### src/rtl/mem_store_rmw_pkg.sv
// Shared types for the store path: CPU word, access mode, store FSM states
// and byte-lane constants.
package mem_store_rmw_pkg;

  localparam int NumLanes = 4;
  localparam logic [NumLanes-1:0] LaneMaskAll = '1;

  typedef logic [31:0] cpu_word;

  typedef enum logic [1:0] {
    MEM_W = 2'd0,
    MEM_H = 2'd1,
    MEM_B = 2'd2
  } mem_mode;

  typedef enum logic [1:0] {
    StIdle,
    StRead,
    StWrite,
    StDone
  } mem_store_state;

  // Unused encodings behave as full-word stores.
  function automatic mem_mode norm_mode(input mem_mode m);
    case (m)
      MEM_H, MEM_B: return m;
      default:      return MEM_W;
    endcase
  endfunction

endpackage

### src/rtl/mem_store_merge.sv
// Combinational lane merge: places the store data into its lane(s) and
// takes every other lane from the old word. Also yields the lane mask.
module mem_store_merge
  import mem_store_rmw_pkg::*;
(
  input  cpu_word               i_old,
  input  cpu_word               i_data,
  input  mem_mode               i_mode,
  input  logic [1:0]            i_byte_adr,
  output cpu_word               o_merged,
  output logic [NumLanes-1:0]   o_be
);

  cpu_word w_placed;

  // Lane mask and replicated data per mode, then per-lane select.
  always_comb begin
    o_be     = LaneMaskAll;
    w_placed = i_data;
    case (i_mode)
      MEM_H: begin
        // byteAdr[0] is ignored: misaligned halfwords are not trapped.
        o_be     = i_byte_adr[1] ? 4'b1100 : 4'b0011;
        w_placed = {2{i_data[15:0]}};
      end
      MEM_B: begin
        o_be     = 4'b0001 << i_byte_adr;
        w_placed = {4{i_data[7:0]}};
      end
      default: begin
        o_be     = LaneMaskAll;
        w_placed = i_data;
      end
    endcase
    o_merged = i_old;
    for (int k = 0; k < NumLanes; k++) begin
      if (o_be[k]) o_merged[8*k +: 8] = w_placed[8*k +: 8];
    end
  end

endmodule

### src/rtl/mem_store_rmw.sv
// Store unit for a word-only data memory. Word stores are a single write;
// halfword/byte stores read the containing word, merge, and write back.
// Optional: MEM_STORE_BYTE_ENABLE_EN adds memBe and turns every store into
// a single lane-enabled write (no read phase).
module mem_store_rmw
  import mem_store_rmw_pkg::*;
#(
  parameter int unsigned ADR_W = 32
) (
  input  logic             clk,
  input  logic             rst,
  input  logic             reqValid,
  output logic             reqReady,
  input  logic [ADR_W-1:0] reqAdr,
  input  cpu_word          reqData,
  input  mem_mode          memMode,
  output logic             done,
  output logic [ADR_W-1:0] memAdr,
  output logic             memRead,
  output logic             memWrite,
  output cpu_word          memWData,
  input  cpu_word          memRData,
  input  logic             memAck
`ifdef MEM_STORE_BYTE_ENABLE_EN
  ,
  output logic [NumLanes-1:0] memBe
`endif
);

  mem_store_state        r_state, w_state_next;
  logic [ADR_W-1:0]      r_adr;
  cpu_word               r_data;
  mem_mode               r_mode;
  cpu_word               r_wdata;

  logic                  w_is_idle;
  mem_mode               w_mrg_mode;
  cpu_word               w_mrg_data;
  logic [1:0]            w_mrg_byte;
  cpu_word               w_mrg_old;
  cpu_word               w_merged;
  logic [NumLanes-1:0]   w_be;

  // The merge sees the live request while idle and the latched one after.
  assign w_is_idle  = (r_state == StIdle);
  assign w_mrg_mode = w_is_idle ? norm_mode(memMode) : r_mode;
  assign w_mrg_data = w_is_idle ? reqData : r_data;
  assign w_mrg_byte = w_is_idle ? reqAdr[1:0] : r_adr[1:0];
`ifdef MEM_STORE_BYTE_ENABLE_EN
  assign w_mrg_old  = '0;
`else
  assign w_mrg_old  = memRData;
`endif

  mem_store_merge u_merge (
    .i_old      (w_mrg_old),
    .i_data     (w_mrg_data),
    .i_mode     (w_mrg_mode),
    .i_byte_adr (w_mrg_byte),
    .o_merged   (w_merged),
    .o_be       (w_be)
  );

  // State register.
  always_ff @(posedge clk) begin
    if (rst) r_state <= StIdle;
    else     r_state <= w_state_next;
  end

  // Next-state logic; a full-lane store needs no read.
  always_comb begin
    w_state_next = r_state;
    case (r_state)
      StIdle: begin
        if (reqValid) begin
`ifdef MEM_STORE_BYTE_ENABLE_EN
          w_state_next = StWrite;
`else
          w_state_next = (w_be == LaneMaskAll) ? StWrite : StRead;
`endif
        end
      end
      StRead:  if (memAck) w_state_next = StWrite;
      StWrite: if (memAck) w_state_next = StDone;
      default: w_state_next = StIdle;
    endcase
  end

  // Request latch and write-data register.
  always_ff @(posedge clk) begin
    if (rst) begin
      r_adr   <= '0;
      r_data  <= '0;
      r_mode  <= MEM_W;
      r_wdata <= '0;
    end else begin
      case (r_state)
        StIdle: begin
          if (reqValid) begin
            r_adr   <= reqAdr;
            r_data  <= reqData;
            r_mode  <= w_mrg_mode;
            r_wdata <= w_merged;
          end
        end
        StRead:  if (memAck) r_wdata <= w_merged;
        default: ;
      endcase
    end
  end

`ifdef MEM_STORE_BYTE_ENABLE_EN
  logic [NumLanes-1:0] r_be;

  // Lane enables captured at accept, held through the write.
  always_ff @(posedge clk) begin
    if (rst)                       r_be <= '0;
    else if (w_is_idle && reqValid) r_be <= w_be;
  end

  assign memBe = r_be;
`endif

  assign reqReady = w_is_idle;
  assign memRead  = (r_state == StRead);
  assign memWrite = (r_state == StWrite);
  assign done     = (r_state == StDone);
  assign memAdr   = {r_adr[ADR_W-1:2], 2'b00};
  assign memWData = r_wdata;

endmodule
### config.mk
export PLATFORM = sky130hd
export DESIGN_NAME = mem_store_rmw
export DESIGN_NICKNAME = d
export VERILOG_FILES = /design/src/rtl/mem_store_rmw_pkg.sv /design/src/rtl/mem_store_merge.sv /design/src/rtl/mem_store_rmw.sv
export SDC_FILE = /design/constraint.sdc
export NUM_CORES = 1
export LEC_CHECK = 0
export CORE_MARGIN = 3
export CORE_UTILIZATION = 46
export CTS_CLUSTER_DIAMETER = 30
export DETAILED_ROUTE_END_ITERATION = 10
export GPL_ROUTABILITY_DRIVEN = 0
export PLACE_DENSITY = 0.91
export SLEW_MARGIN = 25
export SYNTH_ARGS = -nofsm -noshare
export SYNTH_HDL_FRONTEND = slang
export SYNTH_SLANG_ARGS = --single-unit
### constraint.sdc
create_clock -name clk -period 3.2 [get_ports clk]
set_input_delay 0.48 -clock clk [delete_from_list [all_inputs] [get_ports clk]]
set_output_delay 0.48 -clock clk [all_outputs]
set_load 0.01 [all_outputs]
After elaboration in Yosys (flattened, before gate mapping)
Index checks and enable logic that the tools add are counted.

Flip-flop bits (word level): 100. Input port bits: 102. Output and inout bits: 68. Logic and storage cells: 42.

Equality and inequality tests: 11. Shift operators: 1. Mux-type cells: 19. Reductions and logical operators: 6.

Operators with widths (number): $pmux 32 s2 (2); $mux 32 (3); $mux 8 (4); $mux 2 (7); $eq 2x2->1 const B (4); $pmux 4 s2 (1); $eq 2x1->1 const B (3); $pmux 2 s3 (1); $reduce_and 3->1 (2); $eq 4x4->1 const B (1); $mux 4 (1); $ne 2x1->1 const B (2); $shl 1x2->4 const A (1); $logic_not 2->1 (1); $ne 2x2->1 const B (1); $reduce_and 2->1 (1); $reduce_bool 2->1 (1); $reduce_or 2->1 (1).

Longest topological paths before layout
Gate-level depths: netlist of the first run.

Word-level depth: 10. Gate-level depth with buffers: 12. Gate-level depth less buffers: 10.

By module
From an unflattened synthesis of the first run, not the netlist that was laid out.

Cells, all modules: 638. Area, all modules: 5176.2 um^2.

By module, submodules not included: mem_store_rmw (times used 1, cells each 531, area an instance 4372.9 um^2, seq. area each 2001.9 um^2); mem_store_merge (times used 1, cells each 107, area an instance 803.3 um^2, seq. area each 0.0 um^2).

Worst setup path after synthesis of the first run
No wires, ideal clock.

Path kind: register -> register. Start: register r_state[1]. End: register r_wdata[20], in the netlist memWData[20]. Library setup time: 95 ps. Data arrival time: 2375 ps. Slack: 730 ps. Cell stages (with the launch flop): 11. Buffers on the path: 2. Clock period less this slack: 2470 ps. Cell sequence: dfxtp_1 > inv_1 > ha_1 > mux2i_1 > inv_1 > ha_1 > clkbuf_1 > clkbuf_1 > nor2_1 > o21a_1 > a221oi_1.

Longest elaborated chain between the ends: 7.

RTL lines: start, declared (RTL line mem_store_rmw.sv:30) `mem_store_state r_state, w_state_next;`; start signal, assigned (RTL line mem_store_rmw.sv:66) `if (rst) r_state <= StIdle;`; start signal, assigned (RTL line mem_store_rmw.sv:67) `else r_state <= w_state_next;`; $logic_not 2->1 * (RTL line mem_store_rmw.sv:45) `assign w_is_idle = (r_state == StIdle);`; $mux 2 * (RTL line mem_store_rmw.sv:46) `assign w_mrg_mode = w_is_idle ? norm_mode(memMode) : r_mode;`; via u_merge.i_mode[1] (RTL line mem_store_merge.sv:8) `input mem_mode i_mode,`; $eq 2x2->1 or $eq 2x1->1 (tied branches) (RTL line mem_store_merge.sv:20) `case (i_mode)`; $pmux 32 s2 or $pmux 4 s2 (tied branches) (RTL line mem_store_merge.sv:20); $mux 8 * (RTL line mem_store_merge.sv:37) `if (o_be[k]) o_merged[8*k +: 8] = w_placed[8*k +: 8];`; $mux 32 (on tied branches) (RTL line mem_store_rmw.sv:106, mem_store_rmw.sv:99); $pmux 32 s2 * (RTL line mem_store_rmw.sv:97) `case (r_state)`; end signal, assigned (RTL line mem_store_rmw.sv:103) `r_wdata <= w_merged;`; end signal, assigned (RTL line mem_store_rmw.sv:106) `StRead: if (memAck) r_wdata <= w_merged;`; end, declared (RTL line mem_store_rmw.sv:34) `cpu_word r_wdata;`.

The timed path passes the listed nets; every way through them passes the cells marked *. The select of a mux whose other input is x is not followed. A chain may end at the register's enable or synchronous reset.

Worst setup path in the final report of the first run
Start: register r_state[0]. End: register r_wdata[23], in the netlist memWData[23].

The elaborated chain is that of the path after synthesis.

==> results.cfg, run 1 <==
[outcome]
status = complete, no violations

[yosys]
yosysTopAreaCellShare = 0.407
async_reset_ff_frac = 0
yosysWarnings = 0
synth_edf_count = 0
syn_area_mm2 = 0.00491
yosys.area.top_type = dfxtp_1
syn_avg_cell_area_um2 = 8.41
synth-main-ff-cell = dfxtp_1
ys_top_cells_by_area = dfxtp_1 41%, nand2_1 11%, a21oi_1 8.6%, buf_4 4.9%, mux2i_1 4.3%
ys_seq_area_frac = 0.407
yosysUniqueCellTypes = 41
syn_inst = 584
ys_seq_elements = 100

[clock_network]
cts_max_level = 3
clkSinkCount = 100
clk_pin_slew_ns = 0.09
cts_buffers = 9
postCtsHoldBufs = 0
root_buffer = clkbuf_8
cts_buffer_depth = 2
clk_latency_ns = 0.37
cts_tree = built

[detailed_routing]
post_drt_wl_per_cell_um = 17.3
drt_first_pass_iters = 5
vias = 4732
drc_errors = 0
via_per_inst = 5.62
drt_iter0_drc = 416
wirelength_um = 14600
detail-route-antenna-nets = 0

[pwr]
powerDensity_mw_per_mm2 = 845
combPwrFrac = 0.536
p_clk_frac = 0.145
switching_share = 0.402
power_frac_seq = 0.319
p_int_w = 0.00334
peakVddDrop_v = 0.000409
p_total_w = 0.00559
leakagePower_nw = 2.56
switching_power_w = 0.00225

[sta]
fin_skew_ns = 0.0113
period_needed_ns = 2.85
setup_tns_ns = 0
worstMarginPinSlew_ns = 0.658
setup_viol = 0
slew_headroom = 0.558
rsz0062_at_grt = false
slew_viol_final = 0
fmax_mhz = 351
hold_viol = 0
period_share = 0.890
holdWs_ns = 0.458

[place]
hpwl_um = 10600
port_buffers = 167
placed_area_mm2 = 0.00643

[job]
maxCapViolCount = 0

[die]
fp.dieArea_mm2 = 0.0120
die_y_um = 109
io-pin-count = 170
core_mm2 = 0.0104
num_rows = 37
initial_core_util = 0.474
dieWidth_um = 109

[global_route]
grt_use_total = 0.235
antenna_found_initial = 0
grt_pass1_vias = 4487
grt_pass1_wl_um = 22100
grt.overflow.total = 0
grt_max_degree = 56

[worst_setup_path]
crit_arrival_ns = 3.11
path_max_fanout = 14
path_class = register to register
critPathRequiredTime_ns = 3.46
cp-start-kind = register
endpoint_kind = register

[layout]
diodes = 0
area_delta_synth_final_pct = 34.7
n_fill_cell = 858
layout-drive-gt1-share = 0.0935
design_area_mm2 = 0.00662
final_nets = 812

[worst_hold_path]
hold_class = register to register
[logic make-up (layout without fill, tap and decap cells)]
family / Yosys count / count (layout) / synth area share
AOI/OAI and AO/OA: 167 / 167 / 0.227
adders and majority gates: 8 / 8 / 0.0204
buffers and inverters: 87 / 208 / 0.0998
DFF: 100 / 100 / 0.407
muxes: 46 / 46 / 0.100
other: 1 / 2 / 0.000763
and+or+nand+nor: 175 / 175 / 0.144
[repair_timing]
action	4_1_cts	5_1_grt
setup endpoints to repair	0	7
resized for setup	0	1
buffers inserted	0	0
[registers in the layout (all words and copies together), names as in the netlist]
| register | count |
|---|---|
| r_state | 2 |
| r_data | 32 |
| memWData | 32 |
| r_mode | 2 |
| r_adr | 32 |
[area by class of cell]
| type | instances | area (um2) | area share |
|---|---|---|---|
| multi-input combinational | 398 | 2430 | 0.368 |
| sequential | 100 | 2000 | 0.302 |
| timing repair buffer | 179 | 1770 | 0.268 |
| tap | 136 | 170 | 0.0257 |
| clock buffer | 10 | 128 | 0.0193 |
| clock inverter | 5 | 61.3 | 0.00926 |
| inverter | 14 | 52.6 | 0.00794 |
[per-stage QoR]
stage | util | cells | setup WS (ns)
2_1_floorplan | - | 585 | 0.730
3_3_place_gp | 0.620 | 827 | 0.314
3_5_place_dp | 0.620 | 827 | 0.169
4_1_cts | 0.638 | 842 | 0.273
5_1_grt | 0.638 | 842 | 0.0443
6_report | 0.638 | 842 | 0.353
[path summary, 6_finish.rpt]
path	startpoint	endpoint	slack, ns	depth (start not counted)
worst max-delay path	r_state[0]	memWData[23]	0.35	10
worst max register to register	r_state[0]	memWData[23]	0.35	10
worst min-delay path	r_adr[14]	r_adr[14]	0.46	2
worst min register to register	r_adr[14]	r_adr[14]	0.46	2
[critical path, stage by stage (launching register included)]
cell	delay (ns)
dfxtp_1	0.45
inv_1	0.13
ha_1	0.31
mux2i_1	0.23
inv_1	0.08
ha_2	0.51
buf_4	0.27
nor2_1	0.07
o21ai_1	0.27
o21ai_0	0.14
a221oi_1	0.29
[cells in the mapped netlist (all sizes together) (4+ instances only)]
cell / n
a22o: 8
nand2: 145
clkbuf: 29
nor2b: 4
o21ai: 19
a221oi: 17
buf: 44
a211oi: 10
mux2: 25
mux2i: 21
nor2: 17
a21oi: 85
inv: 14
a22oi: 15
a211o: 8
dfxtp: 100
ha: 8
[power groups by stage]
stage               Combinational (W)  Clock, W  Sequential [W]
finish                        0.00300  0.000809         0.00178
detailed placement            0.00295         0         0.00181
floorplan                     0.00188         0         0.00185
global route                  0.00323  0.000873         0.00182
global placement              0.00285         0         0.00179
CTS                           0.00297  0.000817         0.00178
[cells in the final DEF, fill, tap and decap left out, types with 2 or more instances in the layout]
master	n
clkbuf_8	9
a211o_1	8
ha_1	6
nor2_1	15
a22oi_1	15
a211oi_2	10
mux2_2	17
nand2_1	144
dfxtp_1	100
inv_1	14
clkdlybuf4s50_1	166
ha_2	2
mux2_1	8
inv_6	2
nor2_2	2
o21ai_0	16
buf_4	12
a221oi_1	16
nor2b_1	3
a22o_1	8
o21ai_1	3
conb_1	2
mux2i_1	21
a21oi_1	84
[metal layers]
layer	part of all wire	GRT usage
met1	0.38	0.273
met2	0.50	0.401
met5	0	0
met4	0.038	0.113
met3	0.085	0.0617
Power figures use the tool's default switching activity.
==> run 2, diff against run 1 <==
Settings changed: CORE_UTILIZATION 46 to 41, PLACE_DENSITY 0.91 to 0.86.
Clock period 3.2 ns to 2.5 ns, I/O delays scaled along.
==> run 2 against run 1 <==
- core utilization down 3.3 points
- wire length grew 2.8%
- setup slack got worse by 0.31 ns
- via count increased by 0.76%
- hold slack worse by 0.0024 ns
- final cell count grew 4.0%
- sequential power rose by 28%
- non-clock buffer count grew 26
- register-to-register slack worse by 0.31 ns
- global-route usage down 2.2 points
- critical path type unchanged
- largest cell class unchanged
==> results.cfg, run 2 (same netlist as run 1, synthesis figures left out) <==
[outcome]
status = complete, no violations

[detailed_routing]
detail-route-antenna-nets = 0
wirelength_um = 15000
drt_iter0_drc = 405
drt_first_pass_iters = 5
via_per_inst = 5.44
drc_errors = 0
post_drt_wl_per_cell_um = 17.1
vias = 4768

[worst_setup_path]
cp-start-kind = register
path_max_fanout = 10
reg2reg_depth = 10
r2r_slack_ns = 0.04
path_class = register to register
r2r-start = r_state[0]
crit_arrival_ns = 2.70
endpoint_kind = register
r2r_end = memWData[21]
critPathRequiredTime_ns = 2.74

[die]
dieWidth_um = 115
fp.dieArea_mm2 = 0.0133
num_rows = 39
die_y_um = 115
io-pin-count = 170
core_mm2 = 0.0116
initial_core_util = 0.425

[clock_network]
clkSinkCount = 100
postCtsHoldBufs = 0
cts_max_level = 3
clk_pin_slew_ns = 0.07
cts_tree = built
clk_latency_ns = 0.34
cts_buffers = 9
cts_buffer_depth = 2
root_buffer = clkbuf_16

[layout]
mostFrequentLayoutCell = clkdlybuf4s50_1
layout.cells.non_filler = 876
design_area_mm2 = 0.00700
seqCellArea_mm2 = 0.00200
n_fill_cell = 977
multi_input_area_mm2 = 0.00249
final_nets = 838
layout-drive-gt1-share = 0.138
utilization = 0.605
diodes = 0
area_delta_synth_final_pct = 42.5
layout_common_cells = 166 x clkdlybuf4s50_1, 144 x nand2_1, 100 x dfxtp_1, 84 x a21oi_1, 36 x buf_4

[place]
dp_cells = 859
port_buffers = 167
hpwl_um = 10900
placed_area_mm2 = 0.00663

[pwr]
peakVddDrop_v = 0.000517
powerDensity_mw_per_mm2 = 1120
p_total_w = 0.00787
leakagePower_nw = 2.75

[global_route]
grt_pass1_vias = 4672
grt_use_total = 0.213
antenna_found_initial = 0
grt_pass1_wl_um = 22800
grt_max_degree = 45
grt.overflow.total = 0

[worst_hold_path]
hold-path-cell-count = 2
hold-path-endpoint = r_adr[12]
hold_class = register to register
min-delay-start = r_adr[12]

[sta]
period_share = 0.984
fin_skew_ns = 0.0136
slew_headroom = 0.573
fmax_mhz = 406
period_needed_ns = 2.46
holdWs_ns = 0.455
worstMarginPinSlew_ns = 0.640
slew_viol_final = 0
hold_viol = 0
setup_viol = 0

[job]
maxCapViolCount = 0
-- run 2: cell count changes in the layout (fill, tap and decap cells not counted), moves of 2 or more --
cell,before,now
a221oi_1,16,14
clkbuf_8,9,0
a221oi_2,0,2
nor2_1,15,13
inv_8,0,3
buf_4,12,36
clkbuf_16,0,9
-- run 2: per-stage QoR --
step                setup slack [ns]  TNS (ns)
floorplan                     0.0298         0
global placement              -0.124     -2.49
detailed placement            -0.306     -4.96
CTS                           0.0556         0
global route                 -0.0775    -0.528
finish                        0.0392         0
-- run 2: metal layers --
metal  up-vias  share of wire  GRT usage
li1       2266              -          -
met1      2250           0.41      0.263
met2       214           0.50      0.365
met3        38          0.068     0.0454
met4         0          0.030     0.0822
met5         -              0          0
-- run 2: worst max path at each step --
stage | start | to | slack [ns]
floorplan | r_state[1] | memWData[20] | 0.03
global placement | memMode[1] | memWData[13] | -0.12
detailed placement | memMode[1] | memWData[14] | -0.31
CTS | r_state[0] | memWData[7] | 0.06
global route | r_state[0] | memWData[21] | -0.08
finish | r_state[0] | memWData[21] | 0.04
-- run 2: where the power goes --
part           leakage, nW  switching [W]  total (W)  internal (W)
clock network        0.145       0.000679    0.00139      0.000713
logic                 1.78        0.00216    0.00420       0.00204
registers            0.822       0.000243    0.00227       0.00203
total                 2.75        0.00308    0.00787       0.00478
-- run 2: critical path: stages (launching register included) --
cell and delay [ns]:
dfxtp_1 0.32, inv_1 0.15, ha_4 0.19, mux2i_1 0.26
ha_1 0.22, buf_4 0.19, inv_1 0.10, a211oi_2 0.25
nor2_1 0.08, o21a_2 0.28, a221oi_1 0.31
-- run 2: timing repair --
action | 4_1_cts | 5_1_grt
resized for setup | 1 | 10
setup endpoints to repair | 7 | 31
pin swaps | 0 | 2
buffers inserted | 0 | 1
-- run 2: cell type report --
class | instances | area share
sequential | 100 | 0.286
tap | 143 | 0.0256
timing repair buffer | 205 | 0.282
clock inverter | 7 | 0.0107
clock buffer | 9 | 0.0322
multi-input combinational | 398 | 0.356
inverter | 14 | 0.00751
